### config.mk
export PLATFORM = sky130hd
export DESIGN_NAME = rtc_preset_ctrl_flat
export DESIGN_NICKNAME = d
export VERILOG_FILES = /design/src/rtl/rtc_preset_ctrl_if.sv /design/src/rtl/rtc_preset_ctrl.sv /design/src/flat_wrapper.sv
export SDC_FILE = /design/constraint.sdc
export NUM_CORES = 1
export LEC_CHECK = 0
export CAP_MARGIN = 20
export CORE_ASPECT_RATIO = 0.8
export CORE_MARGIN = 2
export CORE_UTILIZATION = 43
export DETAILED_ROUTE_END_ITERATION = 6
export PLACE_DENSITY = 0.8
export SYNTH_ARGS = -nofsm -noshare
export SYNTH_HDL_FRONTEND = slang
export SYNTH_SLANG_ARGS = --single-unit
### constraint.sdc
create_clock -name clk_1Hz_i -period 2.1 [get_ports clk_1Hz_i]
set_clock_uncertainty 0.2 [all_clocks]
set_input_delay 0.525 -clock clk_1Hz_i [delete_from_list [all_inputs] [get_ports clk_1Hz_i]]
set_output_delay 0.525 -clock clk_1Hz_i [all_outputs]
set_load 0.01 [all_outputs]
### src/rtl/rtc_preset_ctrl_if.sv
// Host-side command bus of the RTC preset controller: command handshake,
// SET payload and the completion/rejection pulses.
interface rtc_preset_ctrl_if;
    logic        cmd_valid;
    logic [1:0]  cmd;
    logic        cmd_ready;
    logic [1:0]  set_mode;
    logic [5:0]  set_sec;
    logic [5:0]  set_min;
    logic [4:0]  set_hour;
    logic [2:0]  set_dow;
    logic [4:0]  set_dom;
    logic [3:0]  set_month;
    logic [11:0] set_year;
    logic        done;
    logic        err;

    modport master (
        output cmd_valid, cmd, set_mode, set_sec, set_min, set_hour,
               set_dow, set_dom, set_month, set_year,
        input  cmd_ready, done, err
    );

    modport slave (
        input  cmd_valid, cmd, set_mode, set_sec, set_min, set_hour,
               set_dow, set_dom, set_month, set_year,
        output cmd_ready, done, err
    );
endinterface

### src/rtl/rtc_preset_ctrl.sv
// Command sequencer in front of the RTC counter. Turns START/STOP/SET
// commands into the enable/mode/preset waveforms the counter expects,
// rejecting SET payloads that are not a valid calendar date/time.
module rtc_preset_ctrl #(
    parameter int unsigned MIN_YEAR = 2000,
    parameter int unsigned MAX_YEAR = 2099
) (
    input  logic               clk_1Hz_i,
    input  logic               rstn_i,
    rtc_preset_ctrl_if.slave   host,
    output logic               cnt_enable_o,
    output logic               cnt_mode_o,
    output logic               en_preset_o,
    output logic [5:0]         init_sec_o,
    output logic [5:0]         init_min_o,
    output logic [4:0]         init_hour_o,
    output logic [1:0]         init_mode_o,
    output logic [2:0]         init_dow_o,
    output logic [4:0]         init_dom_o,
    output logic [3:0]         init_month_o,
    output logic [11:0]        init_year_o
);
    localparam logic [1:0]  CMD_START = 2'b01;
    localparam logic [1:0]  CMD_STOP  = 2'b10;
    localparam logic [1:0]  CMD_SET   = 2'b11;
    localparam logic [11:0] MIN_Y     = 12'(MIN_YEAR);
    localparam logic [11:0] MAX_Y     = 12'(MAX_YEAR);

    typedef enum logic [1:0] {IDLE, PRESET, SETTLE, DONE} state_t;

    state_t      state_q, state_d;
    logic        enable_q, enable_d;
    logic        mode_q, mode_d;
    logic        preset_q, preset_d;
    logic        done_q, done_d;
    logic        err_q, err_d;
    logic [5:0]  sec_q, sec_d, min_q, min_d;
    logic [4:0]  hour_q, hour_d;
    logic [1:0]  imode_q, imode_d;
    logic [2:0]  dow_q, dow_d;
    logic [4:0]  dom_q, dom_d;
    logic [3:0]  month_q, month_d;
    logic [11:0] year_q, year_d;
    logic        set_ok;

    // Calendar/time validity of a SET payload; 2100 is the only century
    // year that can reach the leap test and it is not a leap year.
    function automatic logic set_is_valid(
        input logic [1:0]  mode,
        input logic [5:0]  sec,
        input logic [5:0]  min,
        input logic [4:0]  hour,
        input logic [2:0]  dow,
        input logic [4:0]  dom,
        input logic [3:0]  month,
        input logic [11:0] year
    );
        logic       leap;
        logic [4:0] maxday;
        logic       ok;
        leap = (year[1:0] == 2'b00) && (year != 12'd2100);
        case (month)
            4'd2:                    maxday = leap ? 5'd29 : 5'd28;
            4'd4, 4'd6, 4'd9, 4'd11: maxday = 5'd30;
            default:                 maxday = 5'd31;
        endcase
        ok = (sec <= 6'd59) && (min <= 6'd59);
        if (mode[0]) begin
            ok = ok && (hour >= 5'd1) && (hour <= 5'd12);
        end else begin
            ok = ok && (hour <= 5'd23) && !mode[1];
        end
        ok = ok && (dow != 3'd0);
        ok = ok && (month >= 4'd1) && (month <= 4'd12);
        ok = ok && (year >= MIN_Y) && (year <= MAX_Y);
        ok = ok && (dom >= 5'd1) && (dom <= maxday);
        return ok;
    endfunction

    assign set_ok = set_is_valid(host.set_mode, host.set_sec, host.set_min,
                                 host.set_hour, host.set_dow, host.set_dom,
                                 host.set_month, host.set_year);

    // Next-state and output decode; commands are only taken in IDLE.
    always_comb begin
        state_d  = state_q;
        enable_d = enable_q;
        mode_d   = mode_q;
        preset_d = 1'b0;
        err_d    = 1'b0;
        sec_d    = sec_q;
        min_d    = min_q;
        hour_d   = hour_q;
        imode_d  = imode_q;
        dow_d    = dow_q;
        dom_d    = dom_q;
        month_d  = month_q;
        year_d   = year_q;
        case (state_q)
            IDLE: begin
                if (host.cmd_valid) begin
                    case (host.cmd)
                        CMD_START: begin
                            mode_d   = host.set_mode[0];
                            enable_d = 1'b1;
                            state_d  = DONE;
                        end
                        CMD_STOP: begin
                            enable_d = 1'b0;
                            state_d  = DONE;
                        end
                        CMD_SET: begin
                            if (set_ok) begin
                                sec_d    = host.set_sec;
                                min_d    = host.set_min;
                                hour_d   = host.set_hour;
                                imode_d  = host.set_mode;
                                dow_d    = host.set_dow;
                                dom_d    = host.set_dom;
                                month_d  = host.set_month;
                                year_d   = host.set_year;
                                mode_d   = host.set_mode[0];
                                enable_d = 1'b1;
                                preset_d = 1'b1;
                                state_d  = PRESET;
                            end else begin
                                err_d = 1'b1;
                            end
                        end
                        default: ;
                    endcase
                end
            end
            // The counter sees the preset rise on this edge; drop it now.
            PRESET: state_d = SETTLE;
            // The counter loads the init values on this edge.
            SETTLE: state_d = DONE;
            DONE:   state_d = IDLE;
            default: state_d = IDLE;
        endcase
        done_d = (state_d == DONE);
    end

    // State and output registers; reset restores counter defaults.
    always_ff @(posedge clk_1Hz_i or negedge rstn_i) begin
        if (!rstn_i) begin
            state_q  <= IDLE;
            enable_q <= 1'b0;
            mode_q   <= 1'b0;
            preset_q <= 1'b0;
            done_q   <= 1'b0;
            err_q    <= 1'b0;
            sec_q    <= 6'd0;
            min_q    <= 6'd0;
            hour_q   <= 5'd0;
            imode_q  <= 2'b00;
            dow_q    <= 3'd1;
            dom_q    <= 5'd1;
            month_q  <= 4'd1;
            year_q   <= 12'd2000;
        end else begin
            state_q  <= state_d;
            enable_q <= enable_d;
            mode_q   <= mode_d;
            preset_q <= preset_d;
            done_q   <= done_d;
            err_q    <= err_d;
            sec_q    <= sec_d;
            min_q    <= min_d;
            hour_q   <= hour_d;
            imode_q  <= imode_d;
            dow_q    <= dow_d;
            dom_q    <= dom_d;
            month_q  <= month_d;
            year_q   <= year_d;
        end
    end

    assign host.cmd_ready = (state_q == IDLE);
    assign host.done      = done_q;
    assign host.err       = err_q;
    assign cnt_enable_o   = enable_q;
    assign cnt_mode_o     = mode_q;
    assign en_preset_o    = preset_q;
    assign init_sec_o     = sec_q;
    assign init_min_o     = min_q;
    assign init_hour_o    = hour_q;
    assign init_mode_o    = imode_q;
    assign init_dow_o     = dow_q;
    assign init_dom_o     = dom_q;
    assign init_month_o   = month_q;
    assign init_year_o    = year_q;
endmodule

### src/flat_wrapper.sv
// flat-port wrapper written by rule: the top's interface ports become plain ports
module rtc_preset_ctrl_flat 
#(
    parameter int unsigned MIN_YEAR = 2000,
    parameter int unsigned MAX_YEAR = 2099
)
  (clk_1Hz_i, rstn_i, cnt_enable_o, cnt_mode_o, en_preset_o, init_sec_o, init_min_o, init_hour_o, init_mode_o, init_dow_o, init_dom_o, init_month_o, init_year_o, host_cmd_valid, host_cmd, host_set_mode, host_set_sec, host_set_min, host_set_hour, host_set_dow, host_set_dom, host_set_month, host_set_year, host_cmd_ready, host_done, host_err);
  rtc_preset_ctrl_if host_i ();
  input  logic clk_1Hz_i;
  input  logic rstn_i;
  output logic cnt_enable_o;
  output logic cnt_mode_o;
  output logic en_preset_o;
  output logic [5:0] init_sec_o;
  output logic [5:0] init_min_o;
  output logic [4:0] init_hour_o;
  output logic [1:0] init_mode_o;
  output logic [2:0] init_dow_o;
  output logic [4:0] init_dom_o;
  output logic [3:0] init_month_o;
  output logic [11:0] init_year_o;
  input wire logic [$bits(host_i.cmd_valid)-1:0] host_cmd_valid;
  input wire logic [$bits(host_i.cmd)-1:0] host_cmd;
  input wire logic [$bits(host_i.set_mode)-1:0] host_set_mode;
  input wire logic [$bits(host_i.set_sec)-1:0] host_set_sec;
  input wire logic [$bits(host_i.set_min)-1:0] host_set_min;
  input wire logic [$bits(host_i.set_hour)-1:0] host_set_hour;
  input wire logic [$bits(host_i.set_dow)-1:0] host_set_dow;
  input wire logic [$bits(host_i.set_dom)-1:0] host_set_dom;
  input wire logic [$bits(host_i.set_month)-1:0] host_set_month;
  input wire logic [$bits(host_i.set_year)-1:0] host_set_year;
  output wire logic [$bits(host_i.cmd_ready)-1:0] host_cmd_ready;
  output wire logic [$bits(host_i.done)-1:0] host_done;
  output wire logic [$bits(host_i.err)-1:0] host_err;
  assign host_i.cmd_valid = host_cmd_valid;
  assign host_i.cmd = host_cmd;
  assign host_i.set_mode = host_set_mode;
  assign host_i.set_sec = host_set_sec;
  assign host_i.set_min = host_set_min;
  assign host_i.set_hour = host_set_hour;
  assign host_i.set_dow = host_set_dow;
  assign host_i.set_dom = host_set_dom;
  assign host_i.set_month = host_set_month;
  assign host_i.set_year = host_set_year;
  assign host_cmd_ready = host_i.cmd_ready;
  assign host_done = host_i.done;
  assign host_err = host_i.err;
  rtc_preset_ctrl #(.MIN_YEAR(MIN_YEAR), .MAX_YEAR(MAX_YEAR)) u_core (.clk_1Hz_i(clk_1Hz_i), .rstn_i(rstn_i), .host(host_i), .cnt_enable_o(cnt_enable_o), .cnt_mode_o(cnt_mode_o), .en_preset_o(en_preset_o), .init_sec_o(init_sec_o), .init_min_o(init_min_o), .init_hour_o(init_hour_o), .init_mode_o(init_mode_o), .init_dow_o(init_dow_o), .init_dom_o(init_dom_o), .init_month_o(init_month_o), .init_year_o(init_year_o));
endmodule
==> run_results.csv <==
group,metric,value,unit
sta,final-max-slew-violation-count,0,
min_path,hp-class,"in2async",
route,wirelength,6785,um
power,p_sw_frac,0.2785,
cells_and_area,area_delta_synth_final,65.20,%
sta,rsz0062_at_grt,"yes",
route,antenna_left,0,
sta,finalSetupTns,-37.29,ns
global_routing,grt_pass1_vias,2189,
sta,period_needed,2.931,ns
route,vias,2029,
power,power_frac_seq,0.441,
route,wl_per_cell,16.96,um
place,place_area,3745,um2
worst_setup_path,timing.rr.start,"u_core.state_q[1]",
sta,setup_viol,50,
logic_synthesis,async_reset_ff_frac,1.000,
cells_and_area,nFillCells,371,
route,drt_iter0_drc,60,
place,dp.cells,384,
cells_and_area,fin_area,4039,um2
power,comb_power_share,0.282,
floorplanning,row_count,24,
clocking,htree_levels,2,
power,p_per_area,601.3,nW/um2
logic_synthesis,synth_mux_area_frac,0.2027,
clocking,cts_sinks,50,
worst_setup_path,start_kind,"input port",
power,power_leakage,1.955,nW
floorplanning,die-area,6309,um2
worst_setup_path,crit_path_end_kind,"flip-flop",
logic_synthesis,synth_area_per_cell,13.36,um2
logic_synthesis,syn-num-nets,242,
power,switching_power,0.6764,mW
power,p_int,1.752,mW
logic_synthesis,yosysMostFrequentCell,"dfrtp_1",
cells_and_area,diodes,0,
logic_synthesis,synth_fa_ha_area_frac,0.05629,
logic_synthesis,synth_top_family_by_area,"multiplexers",
worst_setup_path,crit_start,"host_set_year[8]",
cells_and_area,drive_above_1_share,0.3758,
worst_setup_path,critical_path_class,"in2reg",
logic_synthesis,synthTopCellsByArea,"dfrtp_1 42%, mux2_2 18%, dfstp_2 9.7%",
power,p_clk_frac,0.277,
worst_setup_path,cp_max_fo,8,
logic_synthesis,synth_xor_area_frac,0,
sta,fmax,0.3412,GHz
logic_synthesis,synthSimpleGateAreaFrac,0.09110,
worst_setup_path,crit_arrival,2.92,ns
logic_synthesis,synth_edf_count,0,
logic_synthesis,yosys.area.top_type,"dfrtp_1",
clocking,cts_made_buffers,5,
logic_synthesis,netlist_area,2445,um2
clocking,cts_tree,"built",
sta,hold_violations,2,
clocking,hold_buffers,0,
outcome,failed_checks,"hold timing, setup timing",
logic_synthesis,yosysSeqAreaShare,0.5164,
outcome,status,"finished with violations",
global_routing,antenna_found_initial,0,
global_routing,grt_usage,0.2197,
sta,whs,-0.003258,ns
global_routing,grt_pass1_wl,10650,um
floorplanning,fp.dieH,71.44,um
logic_synthesis,yosysTopAreaCellShare,0.4197,
clocking,clkLatencyLatePin,0.30,ns
sta,worst_slack,-0.8312,ns
global_routing,grt_max_degree,51,
floorplanning,die_w,88.31,um
place,dp_hpwl,4764,um
logic_synthesis,ys_ff_latch,50,
cells_and_area,instances_no_fill,400,
logic_synthesis,synth_compound_area_frac,0.09672,
place,place_congestion,0.8528,
place,pre_cts_slack,-1.395,ns
power,ir_drop,0.3989,mV
floorplanning,core_area,5465,um2
floorplanning,io_pins,97,
place,io_buffer_count,96,
sta,worst_pin_slew,0.6918,ns
route,viasPerCell,5.073,
route,dr.pass1.iters,4,
power,total_power,2.429,mW
cells_and_area,final_nets,380,
worst_setup_path,cp.required,2.09,ns
logic_synthesis,synthTopCellsByCount,"41 x dfrtp_1, 40 x mux2_2, 11 x ha_1, 11 x inv_1, 9 x dfstp_2",
logic_synthesis,postSynth.topFlopCell,"dfrtp_1",
logic_synthesis,synth.distinct_cells,44,
logic_synthesis,yosys_warnings,0,
clocking,clk_pin_slew,0.09,ns
floorplanning,initial_core_util,0.4473,
logic_synthesis,syn_inst,183,
sta,fin_crit_sh,1.396,
clocking,cts-root-buf,"clkbuf_8",
clocking,cts_buffer_depth,2,
flow_run,maxCapViolations,0,
route,drcViolationCount,0,
cells_and_area,utilization,0.7390,
global_routing,gr-total-overflow,0,
sta,relSlewSlack,0.5329,
## worst paths after layout
check                      slack (ns)  cells past startpoint                      to
min in group clk_1Hz_i           0.31                      1    u_core.init_sec_o[3]
hold reg to reg                  0.31                      1    u_core.init_sec_o[3]
hold / removal                 -0.003                      2      u_core.en_preset_o
setup / recovery                -0.83                     13   u_core.init_year_o[3]
max in group asynchronous        1.43                      2  u_core.init_month_o[0]
setup reg to reg                 0.20                      8   u_core.init_year_o[3]
## cell families (layout without fill, tap and decap cells)
family          after synthesis  after routing
compound gates               30             30
fa+ha+maj                    11             11
buf+inv                      16            155
flops                        50             50
mux                          43             43
simple gates                 33             33
## power groups by stage
stage          sequential, mW  clock [mW]  combinational (mW)
3_5_place_dp             1.09           0               0.638
3_3_place_gp             1.09           0               0.619
4_1_cts                  1.07       0.685               0.684
2_1_floorplan            1.10           0               0.273
6_report                 1.07       0.672               0.686
5_1_grt                  1.08       0.724               0.753
## layout make-up
type                       instances  area (um2)  area share
sequential                        50        1262      0.3126
clock inverter                     3       45.04     0.01115
tap                               78       97.59     0.02416
inverter                          11       41.29     0.01022
multi-input combinational        117        1190      0.2946
clock buffer                       5       68.82     0.01704
timing repair buffer             136        1334      0.3302
## layout by cell type, fill, tap and decap left out, drive strengths merged, types with 2 or more instances in the layout
master / instances
a2111oi: 2
a21oi: 4
buf: 44
clkbuf: 5
clkdlybuf4s50: 71
clkinvlp: 2
dfrtp: 41
dfstp: 9
dlygate4sd2: 17
dlymetal6s2s: 3
ha: 11
inv: 11
mux2: 43
nand2: 5
nand3: 2
nand4: 4
nand4b: 2
nor2: 4
nor3b: 4
o211ai: 6
o21ai: 5
or4: 2
## critical path: stages
cell and delay (ns):
buf_6 0.10, nor4_4 0.28, nand3b_1 0.12, o21ai_2 0.16
a21oi_2 0.08, o22a_1 0.24, ha_4 0.29, a21oi_4 0.05
a221oi_4 0.30, nand4_4 0.16, buf_6 0.17, buf_12 0.14
mux2_4 0.29
## repair_timing
item,in CTS,in global routing
pin swaps,17,9
gates resized for setup,56,8
setup endpoints to repair,57,53
buffers inserted,7,1
cloned,3,0
## metal layers
layer | part of all wire | global-route usage
met2 | 0.49 | 0.3826
met4 | 0.012 | 0.04714
met3 | 0.069 | 0.05645
met5 | 0 | 0
met1 | 0.43 | 0.2766
## state kept, by name, indices dropped and copies added, names as in the netlist
register             flops
u_core.init_dow_o        3
u_core.init_year_o      12
u_core.host.done         1
u_core.en_preset_o       1
u_core.init_hour_o       5
u_core.cnt_mode_o        1
u_core.host.err          1
u_core.cnt_enable_o      1
u_core.init_month_o      4
u_core.state_q           2
u_core.init_min_o        6
u_core.init_sec_o        6
u_core.init_mode_o       2
u_core.init_dom_o        5
No activity file was read; power rests on OpenSTA's default activity.
